<file path="config.mk">
export PLATFORM = sky130hd
export DESIGN_NAME = instruction_fetch_stage
export DESIGN_NICKNAME = d
export VERILOG_FILES = /design/src/rtl/fetch_pkg.sv /design/src/rtl/fetch_skid_buffer.sv /design/src/rtl/instruction_fetch_stage.sv
export SDC_FILE = /design/constraint.sdc
export NUM_CORES = 1
export LEC_CHECK = 0
export CORE_MARGIN = 5
export CORE_UTILIZATION = 55
export CTS_BUF_LIST = sky130_fd_sc_hd__clkbuf_4 sky130_fd_sc_hd__clkbuf_8
export CTS_CLUSTER_DIAMETER = 50
export DETAILED_ROUTE_END_ITERATION = 7
export HOLD_SLACK_MARGIN = 0.03
export PLACE_DENSITY = 0.89
export SLEW_MARGIN = 25
export SYNTH_ARGS = -nofsm -noshare
export SYNTH_HDL_FRONTEND = slang
export SYNTH_HIERARCHICAL = 1
export SYNTH_SLANG_ARGS = --single-unit
</file>
<file path="constraint.sdc">
create_clock -name clk -period 9.87 [get_ports clk]
set_input_delay 1.974 -clock clk [delete_from_list [all_inputs] [get_ports clk]]
set_output_delay 1.974 -clock clk [all_outputs]
set_load 0.01 [all_outputs]
</file>
<file path="src/rtl/fetch_pkg.sv">
// Shared types and constants for the MIPS instruction fetch stage.
package fetch_pkg;

  typedef enum logic [1:0] {
    BOOT     = 2'd0,
    FETCH    = 2'd1,
    BUFFERED = 2'd2,
    DISCARD  = 2'd3
  } fetch_state_t;

  localparam int OPCODE_MSB = 31;
  localparam int OPCODE_LSB = 26;
  localparam int PC_INC     = 4;

endpackage

</file>
<file path="src/rtl/fetch_skid_buffer.sv">
// Single-entry holding register for an instruction that completed while IF/ID was stalled.
module fetch_skid_buffer
  import fetch_pkg::*;
#(
  parameter int ADDR_W  = 32,
  parameter int INSTR_W = 32
) (
  input  logic               clk,
  input  logic               rst,
  input  logic               load,
  input  logic               clear,
  input  logic [INSTR_W-1:0] instr_in,
  input  logic [ADDR_W-1:0]  pc4_in,
  output logic               valid,
  output logic [INSTR_W-1:0] instr,
  output logic [ADDR_W-1:0]  pc4
);

  // NOTE: sequential state uses non-blocking assignments so every flop samples pre-edge values.
  always_ff @(posedge clk or posedge rst) begin
    if (rst) begin
      valid <= 1'b0;
      instr <= '0;
      pc4   <= '0;
    end else if (clear) begin
      valid <= 1'b0;
    end else if (load) begin
      valid <= 1'b1;
      instr <= instr_in;
      pc4   <= pc4_in;
    end
  end

endmodule

</file>
<file path="src/rtl/instruction_fetch_stage.sv">
// IF stage: owns the PC, fetches over a ready handshake, fills IF/ID; handles stalls and redirects.
module instruction_fetch_stage
  import fetch_pkg::*;
#(
  parameter int                ADDR_W   = 32,
  parameter int                INSTR_W  = 32,
  parameter logic [ADDR_W-1:0] RESET_PC = '0
) (
  input  logic               clk,
  input  logic               rst,
  output logic               imem_req,
  output logic [ADDR_W-1:0]  imem_addr,
  input  logic               imem_ready,
  input  logic [INSTR_W-1:0] imem_rdata,
  input  logic               stall,
  input  logic               redirect,
  input  logic [ADDR_W-1:0]  redirect_pc,
  output logic               ifid_valid,
  output logic [INSTR_W-1:0] ifid_instr,
  output logic [ADDR_W-1:0]  ifid_pc4,
  output logic [5:0]         ifid_opcode
);

  fetch_state_t      state;
  logic [ADDR_W-1:0] pc;
  logic [ADDR_W-1:0] fetch_addr;
  logic [ADDR_W-1:0] fetch_pc4;
  logic [ADDR_W-1:0] redirect_tgt;
  logic              unused_redirect_lsbs;

  logic               skid_load;
  logic               skid_clear;
  logic               skid_valid;
  logic [INSTR_W-1:0] skid_instr;
  logic [ADDR_W-1:0]  skid_pc4;

  assign fetch_pc4            = fetch_addr + ADDR_W'(PC_INC);
  assign redirect_tgt         = {redirect_pc[ADDR_W-1:2], 2'b00};
  assign unused_redirect_lsbs = ^redirect_pc[1:0];

  // Request and address are pure decodes of registers, so they stay stable until ready.
  assign imem_req    = (state == FETCH) || (state == DISCARD);
  assign imem_addr   = fetch_addr;
  assign ifid_opcode = ifid_instr[OPCODE_MSB:OPCODE_LSB];

  // NOTE: both strobes get a value on every path so no latch is inferred.
  always_comb begin
    skid_load  = !redirect && (state == FETCH) && imem_ready && stall;
    skid_clear = redirect || ((state == BUFFERED) && !stall);
  end

  fetch_skid_buffer #(
    .ADDR_W (ADDR_W),
    .INSTR_W(INSTR_W)
  ) u_skid (
    .clk     (clk),
    .rst     (rst),
    .load    (skid_load),
    .clear   (skid_clear),
    .instr_in(imem_rdata),
    .pc4_in  (fetch_pc4),
    .valid   (skid_valid),
    .instr   (skid_instr),
    .pc4     (skid_pc4)
  );

  always_ff @(posedge clk or posedge rst) begin
    if (rst) begin
      state      <= BOOT;
      pc         <= RESET_PC;
      fetch_addr <= RESET_PC;
      ifid_valid <= 1'b0;
      ifid_instr <= '0;
      ifid_pc4   <= '0;
    end else if (redirect) begin
      // Redirect wins over stall and over a completing fetch; that fetch's data is dropped.
      ifid_valid <= 1'b0;
      pc         <= redirect_tgt;
      unique case (state)
        FETCH: begin
          if (imem_ready) fetch_addr <= redirect_tgt;
          else            state      <= DISCARD;
        end
        DISCARD: begin
        end
        BOOT, BUFFERED: begin
          fetch_addr <= redirect_tgt;
          state      <= FETCH;
        end
      endcase
    end else begin
      unique case (state)
        BOOT: begin
          fetch_addr <= pc;
          state      <= FETCH;
        end
        FETCH: begin
          if (imem_ready && !stall) begin
            ifid_valid <= 1'b1;
            ifid_instr <= imem_rdata;
            ifid_pc4   <= fetch_pc4;
            pc         <= fetch_pc4;
            fetch_addr <= fetch_pc4;
          end else if (imem_ready) begin
            pc    <= fetch_pc4;
            state <= BUFFERED;
          end else if (!stall) begin
            ifid_valid <= 1'b0;
          end
        end
        BUFFERED: begin
          if (!stall) begin
            ifid_valid <= skid_valid;
            ifid_instr <= skid_instr;
            ifid_pc4   <= skid_pc4;
            fetch_addr <= pc;
            state      <= FETCH;
          end
        end
        DISCARD: begin
          // Drain the abandoned request at the old address before fetching the target.
          if (imem_ready) begin
            fetch_addr <= pc;
            state      <= FETCH;
          end
        end
      endcase
    end
  end

endmodule
</file>
==> impl_metrics.env, run 1 <==
export IMPL_hp_class="register to register"
export IMPL_die_w_um=144
export IMPL_wl_per_cell_um=20.1
export IMPL_finalCriticalPeriod_ps=5070
export IMPL_worst_slew_pin_slew_ps=1030
export IMPL_seq_area_frac_synth_pct=49.5
export IMPL_p_leak_nw=5.13
export IMPL_tns_ps=0
export IMPL_required_ps=10240
export IMPL_coreArea_sq_mm=0.0178
export IMPL_fillCellCount=1374
export IMPL_syn_avg_cell_area_sq_um=10.1
export IMPL_holdPathStages=2
export IMPL_insertion_delay_ps=480
export IMPL_cp_top_family="buffers and inverters"
export IMPL_drt_total_wl_um=27100
export IMPL_clock_skew_ps=12.0
export IMPL_crit_top_cell="buf_4"
export IMPL_clk_pin_slew_ps=100
export IMPL_cp_max_fo=47
export IMPL_cts_tree="yes"
export IMPL_initial_utilization_pct=55.6
export IMPL_grt_max_degree=90
export IMPL_overflow=0
export IMPL_peakVddDrop_mv=0.141
export IMPL_dr_pass1_iters=5
export IMPL_yosysWarnings=6
export IMPL_vias=8187
export IMPL_critPathSlowestCell="buf_4"
export IMPL_drive_gt1_share_pct=12.3
export IMPL_cts_resized=0
export IMPL_min_to="ifid_pc4[15]"
export IMPL_synth_flop_cell="dfrtp_1"
export IMPL_synth_nets=1051
export IMPL_cp_buffers_inverters=3
export IMPL_min_from="ifid_pc4[15]"
export IMPL_r2r_cells=7
export IMPL_die_h_um=144
export IMPL_viasPerCell=6.06
export IMPL_layout_nets=1178
export IMPL_ant_nets=0
export IMPL_cts_root_buf="clkbuf_8"
export IMPL_crit_chain="clkdlybuf4s50_1 > nand3b_1 > buf_4 > nor2_1 > and2_1 > nor2b_4 > buf_4 > mux2_2"
export IMPL_synth_edf_count=0
export IMPL_placed_cells=1318
export IMPL_dp_hpwl_um=17100
export IMPL_r2r_slack_ps=6230
export IMPL_yosysUniqueCellTypes=69
export IMPL_rsz0062_at_grt="false"
export IMPL_setup_viol=0
export IMPL_slew_headroom_pct=31.4
export IMPL_r2r_end="u_skid/pc4[23]"
export IMPL_grt_pass1_vias=8060
export IMPL_cp_end_kind="register"
export IMPL_max_stage_delay_ps=850
export IMPL_diodes=0
export IMPL_slew_viol_final=0
export IMPL_reg2reg_from="state[1]"
export IMPL_dieArea_sq_mm=0.0208
export IMPL_async_flop_share_pct=100
export IMPL_maxCapViolations=0
export IMPL_crit_arrival_ps=5440
export IMPL_port_buffer_count=170
export IMPL_power_density_mw_per_mm2=230
export IMPL_cts_setup_buffers=0
export IMPL_area_growth_pct=21.1
export IMPL_netlist_area_sq_mm=0.00991
export IMPL_cts_hold_buffers_added=0
export IMPL_timing_final_crit_share_pct=51.4
export IMPL_drtIter0Drc=760
export IMPL_antenna_found_initial=0
export IMPL_worst_setup_path_type="primary input to register"
export IMPL_ioPinCount=173
export IMPL_gp_congestion=0.904
export IMPL_cts_num_sinks=196
export IMPL_grt_util_all_layers_pct=26.1
export IMPL_fin_cells=1350
export IMPL_worstSetupStartpointType="primary input"
export IMPL_hold_viol=0
export IMPL_syn_instance_count=981
export IMPL_max_freq_mhz=197
export IMPL_htreeDepth=4
export IMPL_status="finished clean"
export IMPL_synth_seq_cells=196
export IMPL_cts_inserted_buffers=17
export IMPL_cts_max_path_buffers=2
export IMPL_drc_errors=0
export IMPL_grt_pass1_wl_um=42900
export IMPL_row_count=49
layer usage:
| metal | wire (um) | vias to the layer above | global-route usage, % |
|---|---|---|---|
| li1 | - | 3699 | - |
| met1 | 11300 | 4017 | 36.0 |
| met2 | 12800 | 426 | 42.8 |
| met3 | 2400 | 45 | 4.83 |
| met4 | 566 | 0 | 7.36 |
| met5 | 0 | - | 0 |
through the flow:
step / hold slack, ps / utilization (%) / power, mW / instance area [sq um] / worst slack [ps]
finish: 492 / 67.3 / 2.77 / 12000 / 4800
global route: 524 / 67.3 / 2.92 / 12000 / 4750
floorplan: 460 / - / 1.77 / 9910 / 4400
detailed placement: 475 / 65.0 / 2.24 / 11600 / 4360
CTS: 499 / 67.3 / 2.78 / 12000 / 4880
global placement: 465 / 65.0 / 2.20 / 11600 / 4450
logic make-up (layout without fill, tap and decap cells):
logic type               count (synthesis)  after routing  synth area share, %
buffers and inverters                  101            241                 5.44
multiplexers                            77             77                 10.9
adder cells (fa/ha/maj)                  2              2                0.227
XOR/XNOR                                26             26                 2.60
AO/OA/AOI/OAI                          239            239                 15.3
AND/OR/NAND/NOR                        340            340                 16.1
flip-flops                             196            196                 49.5
synthesized netlist by cell type (7+ instances only):
master    count  share of area [%]
a21oi_1      34                1.7
a22oi_1      11               0.83
a31oi_1      39                2.5
and2_1        7               0.44
and3_1        7               0.44
buf_12        7                1.4
buf_2        13               0.66
buf_4         8               0.61
clkbuf_1     43                1.6
dfrtp_1     196                 49
inv_1        27                1.0
mux2_4       60                9.1
mux2i_1      12                1.2
nand2_1     153                5.8
nand3_1      22                1.1
nand4_1       7               0.44
nor2_1       90                3.4
nor3_1       12               0.61
nor4_1        9               0.57
o211ai_1     11               0.83
o21ai_0      72                3.6
o22ai_1      11               0.69
o31a_1        8               0.71
o31ai_1       8               0.61
xnor2_1       8               0.71
xor2_1       14                1.2
cell usage in the layout, fill, tap and decap left out, types with 22 or more instances in the layout:
master | netlist | layout
dfrtp_1 | 196 | 196
clkdlybuf4s50_1 | 0 | 169
nand2_1 | 153 | 153
nor2_1 | 90 | 88
o21ai_0 | 72 | 72
mux2_4 | 60 | 60
a31oi_1 | 39 | 39
a21oi_1 | 34 | 34
inv_1 | 27 | 25
clkbuf_8 | 0 | 23
nand3_1 | 22 | 22
tightest hold or removal path: cells and delay by family (launching register included):
kind	cells	cell delay (ps)
compound gates	1	60
simple gates	1	50
flops	1	360
area by class of cell:
class | count | area [sq um] | share of cell area [%]
Clock inverter | 9 | 91.3 | 0.761
Inverter | 27 | 106 | 0.886
Sequential cell | 196 | 4900 | 40.8
Tap cell | 229 | 287 | 2.39
Clock buffer | 23 | 317 | 2.64
Multi-Input combinational cell | 684 | 4510 | 37.5
Timing Repair Buffer | 182 | 1790 | 14.9
state kept, by name, indices dropped and copies added, names as in the netlist:
register and flops:
ifid_instr 32, ifid_pc4 32, ifid_valid 1, imem_addr 32
pc 32, state 2, u_skid/instr 32, u_skid/pc4 32
u_skid/valid 1
how the worst max path moves through the flow:
stage                     startpoint        endpoint  depth (start not counted)
after global routing      imem_ready  u_skid/pc4[23]                          8
after detailed placement  imem_ready  u_skid/pc4[23]                          8
after floorplan                  rst   ifid_instr[0]                          1
after global placement    imem_ready  u_skid/pc4[22]                          8
after CTS                 imem_ready  u_skid/pc4[23]                          8
final                     imem_ready  u_skid/pc4[23]                          8
report_power, final:
group,leakage [nW],internal (mW),switching (mW),total (mW)
logic,2.53,0.541,0.429,0.970
clock network,0.209,0.243,0.290,0.532
registers,2.39,1.05,0.211,1.26
total,5.13,1.84,0.930,2.77
Power figures use the tool's default switching activity.
==> run 2, diff against run 1 <==
Clock period 9.87 ns to 4.8 ns, I/O delays scaled along.
==> run 2 against run 1 <==
  * Die area unchanged
  * Sequential share of layout area down 0.18 points
  * Clock-buffer cell count down 2
  * Core utilization up 0.30 points
  * Flip-flop and latch count unchanged
  * Combinational power up 110%
  * Largest cell class unchanged
  * Clock power up 120%
  * Power up 110%
  * Clock skew up 3.7 ps
  * Global-route usage down 0.056 points
==> impl_metrics.env, run 2 (synthesis results as in run 1) <==
export IMPL_cts_num_sinks=196
export IMPL_dp_slack_ps=1250
export IMPL_cts_setup_buffers=0
export IMPL_max_freq_mhz=320
export IMPL_peakVddDrop_mv=0.238
export IMPL_gr_usage_met3_pct=4.86
export IMPL_cts_root_buf="clkbuf_8"
export IMPL_final_common_cell="dfrtp_1"
export IMPL_finalCriticalPeriod_ps=3120
export IMPL_fin_util_pct=67.6
export IMPL_required_ps=5160
export IMPL_fin_cells=1353
export IMPL_slew_viol_final=0
export IMPL_coreArea_sq_mm=0.0178
export IMPL_cts_max_path_buffers=2
export IMPL_slew_headroom_pct=32.4
export IMPL_dr_pass1_iters=8
export IMPL_area_growth_pct=21.7
export IMPL_worst_slew_pin_slew_ps=1010
export IMPL_worst_setup_path_type="primary input to register"
export IMPL_die_h_um=144
export IMPL_overflow=0
export IMPL_power_density_mw_per_mm2=476
export IMPL_vias=8173
export IMPL_rsz0062_at_grt="false"
export IMPL_antenna_found_initial=1
export IMPL_dp_hpwl_um=17700
export IMPL_tns_ps=0
export IMPL_cts_hold_buffers_added=0
export IMPL_diodes=0
export IMPL_port_buffer_count=170
export IMPL_cp_max_fo=48
export IMPL_drc_errors=0
export IMPL_grt_pass1_vias=8229
export IMPL_setup_viol=0
export IMPL_grt_util_all_layers_pct=26.1
export IMPL_timing_final_ws_setup_ps=1680
export IMPL_top_usage_layer="met2"
export IMPL_grtUsageMet1_pct=35.6
export IMPL_hold_viol=0
export IMPL_gp_congestion=0.901
export IMPL_initial_utilization_pct=55.6
export IMPL_die_w_um=144
export IMPL_clk_pin_slew_ps=100
export IMPL_clock_skew_ps=15.7
export IMPL_cts_inserted_buffers=17
export IMPL_met2_usage_pct=42.0
export IMPL_hp_class="register to register"
export IMPL_drtIter0Drc=673
export IMPL_ant_nets=0
export IMPL_grt_max_degree=77
export IMPL_timing_final_crit_share_pct=65.1
export IMPL_row_count=49
export IMPL_htreeDepth=4
export IMPL_grt_pass1_wl_um=43000
export IMPL_p_leak_nw=5.14
export IMPL_maxCapViolations=0
export IMPL_layout_nets=1182
export IMPL_placed_cells=1322
export IMPL_insertion_delay_ps=470
export IMPL_cts_resized=0
export IMPL_worstSetupStartpointType="primary input"
export IMPL_final_cell_mix="196 x dfrtp_1, 169 x clkdlybuf4s50_1, 153 x nand2_1"
export IMPL_crit_arrival_ps=3480
export IMPL_cts_tree="yes"
export IMPL_ioPinCount=173
export IMPL_cp_end_kind="register"
export IMPL_dieArea_sq_mm=0.0208
export IMPL_status="finished clean"
export IMPL_drt_total_wl_um=26900
export IMPL_viasPerCell=6.04
export IMPL_wl_per_cell_um=19.8
export IMPL_drive_gt1_share_pct=12.5
-- run 2: cell types whose count changed in the layout (fill, tap and decap cells not counted), sizes merged --
cell	delta
clkbuf	-2
buf	+4
bufinv	+2
clkinv	-4
clkinvlp	+3
-- run 2: final timing paths --
path                             endpoint  cells past startpoint  slack [ps]    startpoint
min                          ifid_pc4[11]                      2         500  ifid_pc4[11]
max                        u_skid/pc4[23]                      7        1680    imem_ready
min in group asynchronous  ifid_instr[14]                      2        1040           rst
min reg2reg                  ifid_pc4[11]                      2         500  ifid_pc4[11]
max in group asynchronous  u_skid/pc4[30]                      3        2700           rst
max reg2reg                u_skid/pc4[18]                      6        1920  imem_addr[5]
-- run 2: final cells by class --
type,count,area (sq um)
Multi-Input combinational cell,684,4510
Tap cell,229,287
Clock buffer,21,283
Clock inverter,10,146
Fill cell,1347,5780
Sequential cell,196,4900
Timing Repair Buffer,186,1830
Inverter,27,106
-- run 2: routing by layer --
layer	wire [um]	up-vias
met5	15	-
met4	644	2
li1	-	3712
met1	11400	3988
met2	12400	414
met3	2330	57
-- run 2: report_power, final --
group	switching (mW)	internal (mW)	total [mW]	leakage (nW)
Combinational	0.876	1.11	1.99	2.55
Sequential	0.439	2.17	2.60	2.39
Clock	0.587	0.565	1.15	0.205
-- run 2: through the flow --
stage                     hold WS (ps)  power (mW)  cell area [sq um]
after floorplan                    460        3.65               9910
after global placement             465        4.52              11600
after detailed placement           473        4.60              11600
after CTS                          497        5.76              12100
after global routing               516        6.05              12100
final                              495        5.75              12100
-- run 2: worst max-delay path, cell delays in order --
cell             delay, ps
clkdlybuf4s50_1        540
nand3b_1               350
nor2_1                 420
and2_1                 230
nor2b_4                190
buf_12                 330
mux2_2                 380
==> RTL change (flow settings as in run 2) <==
Encoding of `fetch_state_t`: now one-hot (4 bits for 4 states).
--- a/src/rtl/fetch_pkg.sv
+++ b/src/rtl/fetch_pkg.sv
@@ -2,9 +2,9 @@
 package fetch_pkg;
 
-  typedef enum logic [1:0] {
-    BOOT     = 2'd0,
-    FETCH    = 2'd1,
-    BUFFERED = 2'd2,
-    DISCARD  = 2'd3
+  typedef enum logic [3:0] {
+    BOOT     = 4'b0001,
+    FETCH    = 4'b0010,
+    BUFFERED = 4'b0100,
+    DISCARD  = 4'b1000
   } fetch_state_t;
 
Behaviour: same outputs for any inputs over 4 cycles, from zero or initial values and one cycle with rst high; so few cycles prove little.
==> RTL change against run 2 <==
  * Critical path depth fell by 1
  * Die area rose by 1.5%
  * Total power rose by 24%
  * Maximum frequency fell by 5.2%
  * Worst setup slack got worse by 170 ps
  * Design area rose by 0.38%
  * Routed wire length fell by 1.8%
  * Sequential cell count rose by 2
  * Area after synthesis rose by 1.6%
  * Register-to-register slack got worse by 410 ps
  * Largest power group is now combinational cells
  * Highest routed layer is now met4
==> RTL change: results (changes against run 2) <==
* Max clock buf depth at 2 (unchanged)
* DR WL/cell at 19.3 µm (-2.7%)
* Status: complete, no violations
* Metal2 WL at 12.2 mm (-2.1%)
* Leakage at 0.00524 µW (+1.9%)
* All-layer global routing usage at 24.5% (-1.6 points)
* CP max FO at 57 (+19%)
* Sw power at 2670 µW (+40%)
* Initial antenna violation count at 0 (-1)
* Met3 Usage GRT at 5.36% (+0.50 points)
* ANT cells at 0 (unchanged)
* Pre-antenna DRT Iters at 5 (-3)
* Grt met1 use at 35.0% (-0.52 points)
* Metal-1 WL at 11.7 mm (+2.5%)
* Layout cell share with drive strength beyond 1 at 12.1% (-0.40 points)
* Synth top area cells: dfrtp_1 49%, mux2_4 8.9%, nand2_1 5.2%, o21ai_0 4.2%, nor2_1 3.2%
* Met3 wire length at 2.04 mm (-12%)
* # fillers at 1378 (+2.3%)
* Largest net degree at the start of global routing at 65 (-16%)
* Post-DP HPWL at 17.7 mm (-0.14%)
* Register area share after synthesis at 49.2% (-0.27 points)
* CTS H-tree depth at 4 (unchanged)
* Arrival time worst endpoint at 3640 ps (+160 ps)
* Top cells by count, synth: 197 x dfrtp_1, 139 x nand2_1, 86 x nor2_1
* Post-Syn Nets at 1074 (+2.2%)
* Fin Clk Skew at 15.6 ps (-0.139 ps)
* CTS Buf Count at 17 (unchanged)
* Slew @ Worst Pin at 925 ps (-85.9 ps)
* Worst min path class: register to register
* Final Wtd Congestion at 0.889 (-1.3%)
* Worst path slowest cell: nor4b_2
* Critical Path Max Stage Delay at 850 ps (+310 ps)
* # nets final at 1194 (+1.0%)
* IO buf count at 170 (unchanged)
* DRT iter0 DRCs at 625 (-7.1%)
* Comb pwr at 3090 µW (+55%)
* Met2 usage at 38.0% (-4.1 points)
* Clock latency on the worst-skew pair at 470 ps (about the same)
* First-pass GRT wire length at 42.9 mm (-0.21%)
* Netlist cell types at 70 (+1.4%)
* Via Count at 8300 (+1.6%)
* P_clk at 1040 µW (-9.6%)
* Top layer in use: met4
* Clock slew at reported path FFs at 100 ps (about the same)
* Vias in the first global route at 8071 (-1.9%)
* Maximum VDD drop at 0.331 mV (+39%)
-- RTL change: through the flow --
| stage | setup WS [ps] | cell area, µm² | util (%) | instances | total power [µW] |
|---|---|---|---|---|---|
| finish | 1510 | 12100 | 67.2 | 1365 | 7110 |
| CTS | 1610 | 12100 | 67.1 | 1365 | 7100 |
| floorplan | 287 | 10100 | - | 1004 | 4670 |
| global route | 1280 | 12100 | 67.2 | 1365 | 7520 |
| global placement | 1450 | 11700 | 65.0 | 1334 | 5910 |
| detailed placement | 1370 | 11700 | 65.0 | 1334 | 6050 |
-- RTL change: path summary, 6_finish.rpt --
kind / startpoint / to / slack [ps] / depth (start not counted)
worst max-delay path: state[1] / u_skid/instr[23] / 1510 / 6
worst min-delay path: ifid_pc4[9] / ifid_pc4[9] / 480 / 2
worst max register to register: state[1] / u_skid/instr[23] / 1510 / 6
worst min register to register: ifid_pc4[9] / ifid_pc4[9] / 480 / 2
max in group asynchronous: rst / u_skid/instr[26] / 2800 / 3
min in group asynchronous: rst / ifid_instr[31] / 1070 / 2
-- RTL change: cells by family (layout without fill, tap and decap cells) --
family / count (synthesis) / in the layout / synth area share (%)
AO/OA/AOI/OAI: 261 / 261 / 16.2
XOR/XNOR: 29 / 29 / 2.52
adder cells (fa/ha/maj): 1 / 1 / 0.124
buffers and inverters: 115 / 247 / 6.19
flip-flops: 198 / 198 / 49.2
multiplexers: 77 / 77 / 10.7
AND/OR/NAND/NOR: 323 / 323 / 15.1
-- RTL change: area by class of cell --
cell class                      count  area [µm²]  area share [%]
Multi-Input combinational cell    691        4520            37.4
Clock inverter                      7        72.6           0.599
Sequential cell                   198        4960            40.9
Inverter                           28         108           0.889
Tap cell                          229         287            2.37
Timing Repair Buffer              188        1860            15.3
Clock buffer                       24         305            2.52
